### src/rtl/alarm_ring.sv
// alarm_ring
//   Compares the alarm time digits with the running clock time once per
//   minute and drives the buzzer. Handles the stop/snooze buttons, the ring
//   timeout and the snooze countdown.
// Ports
//   clk, rst_n            : clock (rising edge), async active-low reset
//   tick_1hz              : one-clk pulse per second
//   minute_tick           : one-clk pulse when t3..t0 change to a new minute
//   t0..t3                : current time BCD (min units, min tens, hr units, hr tens)
//   al0..al3              : alarm time BCD, same digit order
//   alarm_en              : alarm armed (level)
//   bstop, bsnooze        : raw buttons, asynchronous to clk
//   ringing, snoozed      : state flags
//   buzzer                : square-wave tone while ringing, else 0
module alarm_ring #(
  parameter int RING_SECS  = 60,
  parameter int SNOOZE_MIN = 5,
  parameter int TONE_DIV   = 25000
) (
  input  logic       clk,
  input  logic       rst_n,
  input  logic       tick_1hz,
  input  logic       minute_tick,
  input  logic [3:0] t0,
  input  logic [3:0] t1,
  input  logic [3:0] t2,
  input  logic [3:0] t3,
  input  logic [3:0] al0,
  input  logic [3:0] al1,
  input  logic [3:0] al2,
  input  logic [3:0] al3,
  input  logic       alarm_en,
  input  logic       bstop,
  input  logic       bsnooze,
  output logic       ringing,
  output logic       snoozed,
  output logic       buzzer
);

  localparam int RW = (RING_SECS > 1) ? $clog2(RING_SECS) : 1;
  localparam int SW = $clog2(SNOOZE_MIN + 1);
  localparam int TW = (TONE_DIV > 1) ? $clog2(TONE_DIV) : 1;

  localparam logic [RW-1:0] RING_LAST = RW'(RING_SECS - 1);
  localparam logic [SW-1:0] SNZ_INIT  = SW'(SNOOZE_MIN);
  localparam logic [SW-1:0] SNZ_ONE   = SW'(1);
  localparam logic [TW-1:0] TONE_LAST = TW'(TONE_DIV - 1);

  localparam logic [1:0] S_IDLE   = 2'd0;
  localparam logic [1:0] S_RING   = 2'd1;
  localparam logic [1:0] S_SNOOZE = 2'd2;

  logic [1:0]    state_q, state_d;
  logic [RW-1:0] ring_cnt_q, ring_cnt_d;
  logic [SW-1:0] snz_cnt_q, snz_cnt_d;
  logic [TW-1:0] tone_cnt_q, tone_cnt_d;
  logic          tone_q, tone_d;

  // Two-flop synchronizer chain per button, plus the previous synchronized
  // value for rising-edge detection.
  logic [1:0] stop_sync_q, snz_sync_q;
  logic       stop_prev_q, snz_prev_q;
  logic       stop_edge, snooze_edge;
  logic       match;

  assign stop_edge   = stop_sync_q[1] & ~stop_prev_q;
  assign snooze_edge = snz_sync_q[1] & ~snz_prev_q;

  assign match = alarm_en & minute_tick &
                 (t3 == al3) & (t2 == al2) & (t1 == al1) & (t0 == al0);

  always_comb begin
    state_d    = state_q;
    ring_cnt_d = ring_cnt_q;
    snz_cnt_d  = snz_cnt_q;
    tone_cnt_d = tone_cnt_q;
    tone_d     = tone_q;

    if (state_q == S_RING) begin
      if (tone_cnt_q == TONE_LAST) begin
        tone_cnt_d = '0;
        tone_d     = ~tone_q;
      end else begin
        tone_cnt_d = tone_cnt_q + 1'b1;
      end
    end

    // Disarming wins over every other event in the same cycle.
    if (!alarm_en) begin
      state_d = S_IDLE;
    end else begin
      case (state_q)
        S_IDLE: begin
          if (match) begin
            state_d    = S_RING;
            ring_cnt_d = '0;
            tone_cnt_d = '0;
            tone_d     = 1'b0;
          end
        end
        S_RING: begin
          if (stop_edge) begin
            state_d = S_IDLE;
          end else if (snooze_edge) begin
            state_d   = S_SNOOZE;
            snz_cnt_d = SNZ_INIT;
          end else if (tick_1hz) begin
            if (ring_cnt_q == RING_LAST) state_d = S_IDLE;
            else                         ring_cnt_d = ring_cnt_q + 1'b1;
          end
        end
        S_SNOOZE: begin
          if (stop_edge) begin
            state_d = S_IDLE;
          end else if (minute_tick) begin
            if (snz_cnt_q == SNZ_ONE) begin
              state_d    = S_RING;
              ring_cnt_d = '0;
              tone_cnt_d = '0;
              tone_d     = 1'b0;
            end else begin
              snz_cnt_d = snz_cnt_q - 1'b1;
            end
          end
        end
        default: state_d = S_IDLE;
      endcase
    end
  end

  always_ff @(posedge clk or negedge rst_n) begin
    if (!rst_n) begin
      state_q     <= S_IDLE;
      ring_cnt_q  <= '0;
      snz_cnt_q   <= '0;
      tone_cnt_q  <= '0;
      tone_q      <= 1'b0;
      stop_sync_q <= '0;
      snz_sync_q  <= '0;
      stop_prev_q <= 1'b0;
      snz_prev_q  <= 1'b0;
    end else begin
      state_q     <= state_d;
      ring_cnt_q  <= ring_cnt_d;
      snz_cnt_q   <= snz_cnt_d;
      tone_cnt_q  <= tone_cnt_d;
      tone_q      <= tone_d;
      stop_sync_q <= {stop_sync_q[0], bstop};
      snz_sync_q  <= {snz_sync_q[0], bsnooze};
      stop_prev_q <= stop_sync_q[1];
      snz_prev_q  <= snz_sync_q[1];
    end
  end

  assign ringing = (state_q == S_RING);
  assign snoozed = (state_q == S_SNOOZE);
  // tone_q may hold a stale 1 after leaving RING; gate it off here.
  assign buzzer  = ringing & tone_q;

endmodule

### config.mk
export PLATFORM = sky130hd
export DESIGN_NAME = alarm_ring
export DESIGN_NICKNAME = d
export VERILOG_FILES = /design/src/rtl/alarm_ring.sv
export SDC_FILE = /design/constraint.sdc
export NUM_CORES = 1
export LEC_CHECK = 0
export ABC_AREA = 1
export CAP_MARGIN = 20
export CORE_MARGIN = 2
export CORE_UTILIZATION = 45
export CTS_BUF_LIST = sky130_fd_sc_hd__clkbuf_8 sky130_fd_sc_hd__clkbuf_16
export CTS_CLUSTER_SIZE = 16
export DETAILED_ROUTE_END_ITERATION = 6
export HOLD_SLACK_MARGIN = 0.12
export PLACE_DENSITY = 0.7
export SYNTH_ARGS = -nofsm -noshare
export SYNTH_HDL_FRONTEND = slang
export SYNTH_SLANG_ARGS = --single-unit
### constraint.sdc
create_clock -name clk -period 1.7 [get_ports clk]
set_input_delay 0.17 -clock clk [delete_from_list [all_inputs] [get_ports clk]]
set_output_delay 0.17 -clock clk [all_outputs]
set_load 0.03 [all_outputs]
==> results.md <==
* Critical path required time at 1920 ps
* Worst-Skew Late Latency at 290 ps
* CTS max path bufs at 2
* Final Worst Setup Slack at 124 ps
* Post-synthesis compound-gate area fraction at 0.0566
* Synth Cell Area at 0.00210 sq mm
* Cell mode on critical path: nand2_1
* Worst flop-to-flop path startpoint: tone_cnt_q[0]$_DFF_PN0_
* Non-Filler Instances at 413
* GRT Total Usage at 0.204
* Largest net degree at the start of global routing at 34
* Avg Inst Size Synth at 7.02 sq um
* # diodes at 0
* Simple-Gate Fraction of Synth Area at 0.355
* Max cap viols at 0
* Rows at 24
* Main synth FF type: dfrtp_1
* Met2 global-route usage at 0.329
* Vias in the first global route at 1,877
* Critical Path AT at 1800 ps
* Fraction of registers with async set/reset at 1.00
* Clock Tree Root: clkbuf_8
* Area Overhead vs Synth at 35.8%
* R2R depth at 9
* Critical path's largest stage delay at 430 ps
* Drt total wl at 4900 um
* Worst-path fanout max at 5
* Clock Pin Slew Worst Setup and Hold Paths at 70 ps
* DP Worst Slack at -67.8 ps
* Vias per cell at 4.98
* Final Hold Viols at 0
* Commonest non-fill, non-tap cell in the layout: nand2_1
* Initial antenna violation count at 0
* Max-slew violations at 0
* Initial DRC count at 102
* EDFF count, synth at 0
* IO Pins at 42
* Met3 Usage GRT at 0.0319
* H-tree Lvls at 2
* First-pass iteration count of the detailed router at 5
* ANT nets after route at 0
* Met1 Usage GRT at 0.281
* Worst VDD drop at 0.000671 V
* Synthesized instance count at 299
* Multiplexer area fraction after synthesis at 0
* First-pass GRT wire length at 8340 um
* Final setup fails at 0
* Syn Nets at 342
* Commonest non-fill, non-tap cells in the layout: 70 x nand2_1, 51 x nor2_1, 38 x clkdlybuf4s50_1
* Critical-path cell list: ha_4 -> nand2_1 -> inv_1 -> nand4_1 -> nor2_4 -> nand3_1 -> a21oi_1 -> nand2_1 -> nor2_1
* Yosys reg bits at 33
* Crit path kind: reg -> reg
* Fmax at 634 MHz
* Distinct cells, synth at 26
* Setup TNS at 0 ps
* Adder-Cell Fraction of Synth Area at 0.0239
* Status: completed
* Via Count at 2,055
* Die area at 0.00523 sq mm
* Final #Nets at 403
* Placed Cells at 403
* Share of layout cells above drive strength 1 at 0.133
* DR WL/cell at 11.9 um
* Synth warn at 0
* Tightest Pin Transition at 417 ps
* Most crowded layer after global routing: met2
* Fillers at 390
* Clk_skew at 5.94 ps
* # clock sinks at 33
* Gr ovfl total at 0
* WHS at 283 ps
* CTS tree: yes
* Die W at 72.3 um
* Worst setup EP type: flop
* Total power at 2.14 mW
* Final HPWL DP at 3780 um
* Number of port buffers at 41
* Final worst-path cycle share at 0.927
* RD Place Congestion at 0.899
* Slew Limit Headroom at 0.722
* Leak at 1.35 nW
* CP startpoint kind: flop
* RSZ-0062 raised after global routing: no
* Worst Setup SP: tone_cnt_q[0]$_DFF_PN0_
* Post-layout minimum cycle time at 1580 ps
* Slowest CP cell: dfrtp_1
* Die Y-Extent at 72.3 um
* DRC Markers at 0
* Post-Synth XOR/XNOR Area at 0.0835
* Seq/Total Area, Yosys at 0.394
* Pwr Density at 749 mW/mm^2
* Largest family of logic cells by synthesized area: simple AND/OR/NAND/NOR gates
* Hold Crit Class: in -> async
* Core area at 0.00441 sq mm
* TritonCTS buffer count at 5
* Starting Density at 0.475
[registers in the layout, summed over array words and instances, names as in the netlist]
register / cells
tone_cnt_q: 15
ring_cnt_q: 6
snz_cnt_q: 3
snz_sync_q: 2
state_q: 2
stop_sync_q: 2
snz_prev_q: 1
stop_prev_q: 1
tone_q: 1
[cell type report]
cell class / count / area [sq um] / area share
clock inverters: 2 / 33.8 / 0.0119
flip-flops and latches: 33 / 828 / 0.291
clock buffers: 6 / 82.6 / 0.0290
multi-input cells: 218 / 1130 / 0.397
well taps: 52 / 65.1 / 0.0228
inverters: 45 / 169 / 0.0593
repair buffers: 57 / 541 / 0.190
[worst paths after layout]
path	endpoint	slack, ps
worst max-delay path	tone_cnt_q[14]$_DFF_PN0_	120
worst min-delay path	ring_cnt_q[3]$_DFFE_PN0P_	280
worst max register to register	tone_cnt_q[14]$_DFF_PN0_	120
worst min register to register	snz_sync_q[1]$_DFF_PN0_	350
max in group asynchronous	state_q[0]$_DFFE_PN0P_	1090
min in group clk	snz_sync_q[0]$_DFF_PN0_	320
[Yosys cell counts (4+ instances only)]
| library cell | count | area share |
|---|---|---|
| inv_1 | 37 | 0.066 |
| ha_1 | 4 | 0.024 |
| nor2_1 | 54 | 0.097 |
| nand4_1 | 8 | 0.024 |
| o21ai_1 | 5 | 0.012 |
| inv_2 | 7 | 0.013 |
| nand2_1 | 70 | 0.13 |
| nor3_1 | 5 | 0.012 |
| a21oi_1 | 6 | 0.014 |
| o21ai_0 | 7 | 0.017 |
| nand3_1 | 25 | 0.060 |
| xnor2_1 | 5 | 0.021 |
| dfrtp_1 | 33 | 0.39 |
| xor2_1 | 15 | 0.063 |
[per-stage QoR]
stage	instance area [sq um]	util
detailed placement	2670	0.605
global placement	2670	0.605
global route	2850	0.646
CTS	2790	0.631
finish	2850	0.646
floorplan	2100	-
[cell families after synthesis]
family | count (synthesis)
xor gates and xnor gates | 20
AOI/OAI and AO/OA | 22
DFF | 33
buffers and inverters | 48
and+or+nand+nor | 172
adders and majority gates | 4
[critical path: cells and delay by family, from the launching register on]
| kind | cells | cell delay, ps |
|---|---|---|
| fa+ha+maj | 1 | 190 |
| simple gates | 6 | 670 |
| flops | 1 | 430 |
| compound gates | 1 | 150 |
| buf+inv | 1 | 60 |
[layer usage]
| metal | routed length [um] | share of wire |
|---|---|---|
| met1 | 2280 | 0.46 |
| met2 | 2310 | 0.47 |
| met3 | 250 | 0.051 |
| met4 | 62 | 0.013 |
| met5 | 0 | 0 |
[power breakdown]
group	internal [mW]	switching [mW]
clock	0.472	0.286
combinational	0.223	0.205
sequential	0.862	0.0888
total	1.56	0.579
[timing repair]
| action | in CTS | in global routing |
|---|---|---|
| pin swaps | 0 | 4 |
| gates resized for setup | 1 | 13 |
| gates cloned | 0 | 0 |
| hold buffers | 0 | 0 |
| buffers inserted | 0 | 2 |
| setup endpoints to repair | 1 | 12 |
(Power assumes the default switching activity.)
